## src/rtl/noc_output_port_scheduler_pkg.sv

```systemverilog
// Shared router parameters and types for the output-port scheduler.
// Port indices follow the active-port bit order used across the mesh.
package noc_output_port_scheduler_pkg;

    localparam int Noc_Port_Num     = 5;
    localparam int Noc_VC_Num       = 2;
    localparam int Noc_Credit_Depth = 4;
    localparam int Noc_VC_W         = (Noc_VC_Num > 1) ? $clog2(Noc_VC_Num) : 1;

    typedef enum logic [2:0] {
        PORT_EAST  = 3'd0,
        PORT_WEST  = 3'd1,
        PORT_SOUTH = 3'd2,
        PORT_NORTH = 3'd3,
        PORT_LOCAL = 3'd4
    } noc_port_e;

    typedef logic [Noc_VC_W-1:0] noc_vc_t;

    typedef enum logic {
        ST_IDLE   = 1'b0,
        ST_LOCKED = 1'b1
    } sched_state_e;

endpackage

```

## src/rtl/noc_rr_arbiter.sv

```systemverilog
// Combinational round-robin picker: searches from ptr+1 upward (wrapping)
// and returns the first requester as a one-hot grant plus its index.
module noc_rr_arbiter #(
    parameter int NUM_IN = 5,
    parameter int SEL_W  = (NUM_IN > 1) ? $clog2(NUM_IN) : 1
) (
    input  logic [NUM_IN-1:0] req,
    input  logic [SEL_W-1:0]  ptr,
    output logic [NUM_IN-1:0] grant,
    output logic [SEL_W-1:0]  idx,
    output logic              any
);

    int cand;

    always_comb begin
        grant = '0;
        idx   = '0;
        any   = 1'b0;
        cand  = 0;
        for (int k = 1; k <= NUM_IN; k++) begin
            cand = (int'(ptr) + k) % NUM_IN;
            if (!any && req[cand]) begin
                any         = 1'b1;
                grant[cand] = 1'b1;
                idx         = SEL_W'(cand);
            end
        end
    end

endmodule

```

## src/rtl/noc_output_port_scheduler.sv

```systemverilog
// Output-port switch scheduler: round-robin head arbitration, wormhole lock
// from head to tail, and per-VC downstream credit tracking.
module noc_output_port_scheduler
    import noc_output_port_scheduler_pkg::*;
#(
    parameter int NUM_IN       = Noc_Port_Num,
    parameter int NUM_VC       = Noc_VC_Num,
    parameter int CREDIT_DEPTH = Noc_Credit_Depth,
    localparam int VC_W        = (NUM_VC > 1) ? $clog2(NUM_VC) : 1,
    localparam int CNT_W       = $clog2(CREDIT_DEPTH + 1),
    localparam int SEL_W       = (NUM_IN > 1) ? $clog2(NUM_IN) : 1
) (
    input  logic                    noc_clk,
    input  logic                    noc_rst,
    input  logic [NUM_IN-1:0]       req_valid,
    input  logic [NUM_IN*VC_W-1:0]  req_vc,
    input  logic [NUM_IN-1:0]       req_head,
    input  logic [NUM_IN-1:0]       req_tail,
    input  logic [NUM_VC-1:0]       credit_return,
    output logic [NUM_IN-1:0]       grant,
    output logic                    out_valid,
    output logic [SEL_W-1:0]        out_sel,
    output logic [VC_W-1:0]         out_vc,
    output logic                    locked,
    output logic [NUM_VC*CNT_W-1:0] credit_cnt,
    output logic                    proto_err
);

    sched_state_e      state_reg, state_next;
    logic [SEL_W-1:0]  rr_ptr_reg, owner_reg, arb_idx;
    logic [VC_W-1:0]   owner_vc_reg, arb_vc;
    logic [CNT_W-1:0]  credit_reg [NUM_VC];
    logic              proto_err_reg, err_set;

    logic [VC_W-1:0]   vc_in [NUM_IN];
    logic [NUM_IN-1:0] elig, head_cand, arb_grant;
    logic [NUM_VC-1:0] credit_ok, sent_vc, ovf_vc;
    logic              arb_any, arb_tail, owner_go;

    genvar gi;

    // Eligibility only matches VCs that exist, so an out-of-range req_vc is never granted.
    generate
        for (gi = 0; gi < NUM_IN; gi++) begin : g_in
            assign vc_in[gi] = req_vc[gi*VC_W +: VC_W];
            always_comb begin
                elig[gi] = 1'b0;
                for (int v = 0; v < NUM_VC; v++) begin
                    if (vc_in[gi] == VC_W'(v) && credit_ok[v]) begin
                        elig[gi] = req_valid[gi];
                    end
                end
            end
        end
    endgenerate

    assign head_cand = elig & req_head;

    noc_rr_arbiter #(
        .NUM_IN (NUM_IN),
        .SEL_W  (SEL_W)
    ) u_rr_arbiter (
        .req   (head_cand),
        .ptr   (rr_ptr_reg),
        .grant (arb_grant),
        .idx   (arb_idx),
        .any   (arb_any)
    );

    assign arb_vc   = vc_in[arb_idx];
    assign arb_tail = req_tail[arb_idx];
    assign owner_go = req_valid[owner_reg] && credit_ok[owner_vc_reg];

    always_ff @(posedge noc_clk or posedge noc_rst) begin
        if (noc_rst) begin
            state_reg     <= ST_IDLE;
            rr_ptr_reg    <= SEL_W'(NUM_IN - 1);
            owner_reg     <= '0;
            owner_vc_reg  <= '0;
            proto_err_reg <= 1'b0;
        end else begin
            state_reg     <= state_next;
            proto_err_reg <= proto_err_reg | err_set | (|ovf_vc);
            if (state_reg == ST_IDLE && arb_any) begin
                rr_ptr_reg   <= arb_idx;
                owner_reg    <= arb_idx;
                owner_vc_reg <= arb_vc;
            end
        end
    end

    always_comb begin
        state_next = state_reg;
        case (state_reg)
            ST_IDLE:   if (arb_any && !arb_tail) state_next = ST_LOCKED;
            ST_LOCKED: if (owner_go && req_tail[owner_reg]) state_next = ST_IDLE;
            default:   state_next = ST_IDLE;
        endcase
    end

    // Body flits while idle and heads from the owner while locked are protocol errors.
    always_comb begin
        grant   = '0;
        out_sel = '0;
        out_vc  = '0;
        err_set = 1'b0;
        case (state_reg)
            ST_IDLE: begin
                grant   = arb_grant;
                err_set = |(req_valid & ~req_head);
                if (arb_any) begin
                    out_sel = arb_idx;
                    out_vc  = arb_vc;
                end
            end
            ST_LOCKED: begin
                err_set = req_valid[owner_reg] && req_head[owner_reg];
                if (owner_go) begin
                    grant[owner_reg] = 1'b1;
                    out_sel          = owner_reg;
                    out_vc           = owner_vc_reg;
                end
            end
            default: ;
        endcase
    end

    assign out_valid = |grant;
    assign locked    = (state_reg == ST_LOCKED);
    assign proto_err = proto_err_reg;

    // A return that would push a full counter past the buffer depth saturates instead.
    generate
        for (gi = 0; gi < NUM_VC; gi++) begin : g_vc
            assign credit_ok[gi] = (credit_reg[gi] != '0);
            assign sent_vc[gi]   = out_valid && (out_vc == VC_W'(gi));
            assign ovf_vc[gi]    = credit_return[gi] && !sent_vc[gi]
                                   && (credit_reg[gi] == CNT_W'(CREDIT_DEPTH));
            assign credit_cnt[gi*CNT_W +: CNT_W] = credit_reg[gi];

            always_ff @(posedge noc_clk or posedge noc_rst) begin
                if (noc_rst) begin
                    credit_reg[gi] <= CNT_W'(CREDIT_DEPTH);
                end else if (sent_vc[gi] && !credit_return[gi]) begin
                    credit_reg[gi] <= credit_reg[gi] - 1'b1;
                end else if (!sent_vc[gi] && credit_return[gi] && !ovf_vc[gi]) begin
                    credit_reg[gi] <= credit_reg[gi] + 1'b1;
                end
            end
        end
    endgenerate

endmodule
```

## config.mk

```make
export PLATFORM = sky130hd
export DESIGN_NAME = noc_output_port_scheduler
export DESIGN_NICKNAME = d
export VERILOG_FILES = /design/src/rtl/noc_output_port_scheduler_pkg.sv /design/src/rtl/noc_rr_arbiter.sv /design/src/rtl/noc_output_port_scheduler.sv
export SDC_FILE = /design/constraint.sdc
export NUM_CORES = 1
export LEC_CHECK = 0
export ABC_AREA = 0
export BUFFER_PORTS_ARGS = -buffer_cell sky130_fd_sc_hd__buf_2
export CAP_MARGIN = 20
export CORE_MARGIN = 10
export CORE_UTILIZATION = 50
export DETAILED_ROUTE_END_ITERATION = 7
export PLACE_DENSITY = 0.7
export SLEW_MARGIN = 20
export SYNTH_ARGS = -nofsm -noshare
export SYNTH_HDL_FRONTEND = slang
export SYNTH_HIERARCHICAL = 1
export SYNTH_SLANG_ARGS = --single-unit
```

## constraint.sdc

```tcl
create_clock -name noc_clk -period 20.6 [get_ports noc_clk]
set_input_delay 1.03 -clock noc_clk [delete_from_list [all_inputs] [get_ports noc_clk]]
set_output_delay 1.03 -clock noc_clk [all_outputs]
set_load 0.01 [all_outputs]
```

==> results_dict.tcl <==
set metrics [dict create \
    yosys.area_share.adder_pct 10.5 \
    synth_warnings 6 \
    max_slew_margin_pct 31.6 \
    fin_tns_setup_ns 0 \
    fillCellCount 767 \
    via_count_of_the_first_global_routing_pass 4183 \
    initial_utilization_pct 51.2 \
    place.gp.congestion 0.952 \
    timing_worst_slew_pin_value_ns 1.02 \
    groute.layer.met3.usage_pct 2.12 \
    drt_wl_total_um 12300 \
    die_height_um 109 \
    grt_pass1_wl_um 19900 \
    min-delay-path-class "reg2reg" \
    ys_ff_latch 13 \
    insertedDiodeCount 0 \
    fp.dieArea_um2 11900 \
    cts.clk_slew.worst_paths_ns 0.05 \
    use_met1_pct 26.4 \
    timing.critical_path.fanout_max 25 \
    tritoncts.num_buffers 3 \
    grt_max_degree 57 \
    use_met2_pct 32.9 \
    timing.critical_path.cells "clkinv_1 -> ha_1 -> inv_1 -> ha_1 -> inv_1 -> ha_1 -> a2111o_1 -> a22o_1 -> a311oi_1 -> o32ai_1 -> a2111oi_4 -> nor4_1 -> a32o_1 -> a21o_1 -> a221o_1 -> or4_1 -> o21ai_0 -> nand3_1 -> or2_2 -> buf_2" \
    design.core.area_um2 7730 \
    worstRegToRegCells 24 \
    worst-setup-path-type "reg2out" \
    postSynthAreaPerCell_um2 6.98 \
    post_synthesis_mux_area_share_pct 7.56 \
    syn_area_um2 3960 \
    die_w_um 109 \
    critical-path-max-stage-delay_ns 1.05 \
    fin_worst_skew_ns 0.000911 \
    design.portCount 42 \
    total_gr_overflow 0 \
    area_growth_from_synthesis_to_layout_pct 7.69 \
    cts_buffer_depth 2 \
    critical_path_arrival_ns 7.39 \
    grt_most_used_layer "met2" \
    fin_crit_sh_pct 40.9 \
    detail_route.first_pass.iterations 6 \
    cts_max_level 1 \
    layout-drive-gt1-share_pct 14.0 \
    synth_flop_cell "sky130_fd_sc_hd__dfrtp_1" \
    timing.hold.worst_path_depth 2 \
    insertion_delay_ns 0.24 \
    critical-path-top-cell-by-count "sky130_fd_sc_hd__ha_1" \
    antenna_left 0 \
    track_usage_pct 19.8 \
    place_hpwl_um 9370 \
    timing.critical_path.to_type "output pin" \
    post_synth_and_or_nand_nor_area_fraction_pct 32.6 \
    setup_violations 0 \
    layout_min_cycle_time_ns 8.42 \
    cts_post_setup_buffers_inserted 0 \
    synth.distinct_cells 87 \
    drc_errors 0 \
    synth_edf_count 0 \
    grt_setup_unrepaired "no" \
    status "finished clean" \
    hold_violations 0 \
    async_flop_share_pct 100 \
    postSynthCellCount 567 \
    largest_reg_flops 6 \
    cap_viol_max_count 0 \
    cts.sink_count 13 \
    final_max_slew_viol_count 0 \
    synth_compound_area_share_pct 30.9 \
    ys_seq_area_share_pct 8.32 \
    worstPathRequired_ns 19.57 \
    num_vias 4506 \
    cts_resized 0 \
    synthesis.nets 623 \
    max_freq_mhz 119 \
    main_combinational_cell_family_by_area_after_synthesis "simple AND/OR/NAND/NOR gates" \
    nNetsFinal 648 \
    synth_xor_area_share_pct 3.48 \
    root_buffer "sky130_fd_sc_hd__clkbuf_8" \
    worst_setup_path_start_kind "flop" \
    grt_antenna_before_repair 0 \
    row_cnt 32 \
    routed_via_density 6.50 \
    cpMaxStageDelayCell "sky130_fd_sc_hd__ha_1" \
    routedWlPerCell_um 17.7 \
    detail_route.iter0.violations 413 \
    port_buffers 41 \
    cts_tree "yes" \
    postCtsHoldBufs 0 \
]
==> synthesized netlist by cell type, drive strengths merged, types with 8 or more instances <==
| cell | count | share of area [%] |
|---|---|---|
| inv | 39 | 3.7 |
| o22ai | 8 | 1.3 |
| nor2b | 12 | 1.9 |
| nand2 | 73 | 6.9 |
| o21ai | 34 | 4.3 |
| xnor2 | 13 | 3.3 |
| nor2 | 54 | 5.1 |
| mux2i | 16 | 4.0 |
| nor4 | 8 | 1.4 |
| nand3 | 11 | 1.4 |
| nand2b | 11 | 1.7 |
| dfrtp | 10 | 6.3 |
| a211oi | 8 | 1.5 |
| nor3 | 17 | 2.2 |
| buf | 12 | 1.5 |
| clkbuf | 14 | 1.3 |
| ha | 30 | 9.5 |
| a21oi | 39 | 5.0 |
==> critical path, delay by kind of cell (launching register included) <==
kind	cells	cell delay, ns
fa+ha+maj	3	1.61
simple gates	4	1.22
compound gates	9	2.76
flops	1	0.35
buf+inv	4	1.18
==> cells in the final DEF, fill, tap and decap left out, types with 5 or more instances in the layout <==
cell type                   instances
sky130_fd_sc_hd__nand2_1           73
sky130_fd_sc_hd__nor2_1            54
sky130_fd_sc_hd__buf_2             41
sky130_fd_sc_hd__inv_1             39
sky130_fd_sc_hd__a21oi_1           38
sky130_fd_sc_hd__o21ai_0           33
sky130_fd_sc_hd__ha_1              30
sky130_fd_sc_hd__nor3_1            17
sky130_fd_sc_hd__mux2i_1           16
sky130_fd_sc_hd__nor2b_1           12
sky130_fd_sc_hd__nand3_1           11
sky130_fd_sc_hd__xnor2_1           11
sky130_fd_sc_hd__nand2b_1          11
sky130_fd_sc_hd__dfrtp_1            9
sky130_fd_sc_hd__a211oi_1           8
sky130_fd_sc_hd__o22ai_1            8
sky130_fd_sc_hd__nand4_1            7
sky130_fd_sc_hd__and2_1             7
sky130_fd_sc_hd__or2_2              7
sky130_fd_sc_hd__nor4_1             7
sky130_fd_sc_hd__or4_1              6
sky130_fd_sc_hd__o211ai_1           6
sky130_fd_sc_hd__a21o_1             6
sky130_fd_sc_hd__and3_1             5
sky130_fd_sc_hd__a2bb2oi_1          5
sky130_fd_sc_hd__a31oi_1            5
sky130_fd_sc_hd__nand3b_1           5
sky130_fd_sc_hd__buf_4              5
sky130_fd_sc_hd__a22oi_1            5
==> metrics by stage <==
stage | setup WS (ns) | std cells | util, % | area [um2] | hold slack, ns
after global routing | 11.77 | 693 | 55.1 | 4260 | 0.537
after floorplan | 12.88 | 567 | - | 3960 | 0.474
after CTS | 12.36 | 693 | 55.1 | 4260 | 0.498
after detailed placement | 12.46 | 689 | 54.5 | 4220 | 0.483
after global placement | 12.74 | 689 | 54.5 | 4220 | 0.478
final | 12.18 | 693 | 55.1 | 4260 | 0.494
==> metal layers <==
layer	share of wire (%)	vias to the layer above
met5	0	-
met4	2.2	0
met3	7.5	30
met2	47	193
met1	43	2135
li1	-	2148
==> worst paths after layout <==
| path | start | to | slack (ns) |
|---|---|---|---|
| max | rr_ptr_reg[0]$_DFFE_PP0P_ | out_valid | 12.18 |
| min | proto_err$_DFF_PP0_ | proto_err$_DFF_PP0_ | 0.49 |
| max reg2reg | rr_ptr_reg[0]$_DFFE_PP0P_ | credit_cnt[4]$_DFFE_PP0P_ | 12.20 |
| min reg2reg | proto_err$_DFF_PP0_ | proto_err$_DFF_PP0_ | 0.49 |
| max in group asynchronous | noc_rst | rr_ptr_reg[0]$_DFFE_PP0P_ | 19.41 |
| min in group asynchronous | noc_rst | credit_cnt[0]$_DFFE_PP0P_ | 0.81 |
==> final cells by class <==
class                           instances  area, um2  area share, %
Sequential cell                        13        330           7.75
Tap cell                              102        128           3.00
Timing Repair Buffer                   46        243           5.70
Inverter                               40        150           3.52
Multi-Input combinational cell        488       3360           79.0
Clock buffer                            4       45.0           1.06
==> cells by family after synthesis <==
logic type	Yosys count
adders and majority gates	32
xor gates and xnor gates	14
AOI/OAI and AO/OA	169
DFF	13
and+or+nand+nor	248
buffers and inverters	66
muxes	25
Power is left out: the tool's default activity adds up to more than one toggle a clock period on the data nets, which glitch-free logic cannot reach.
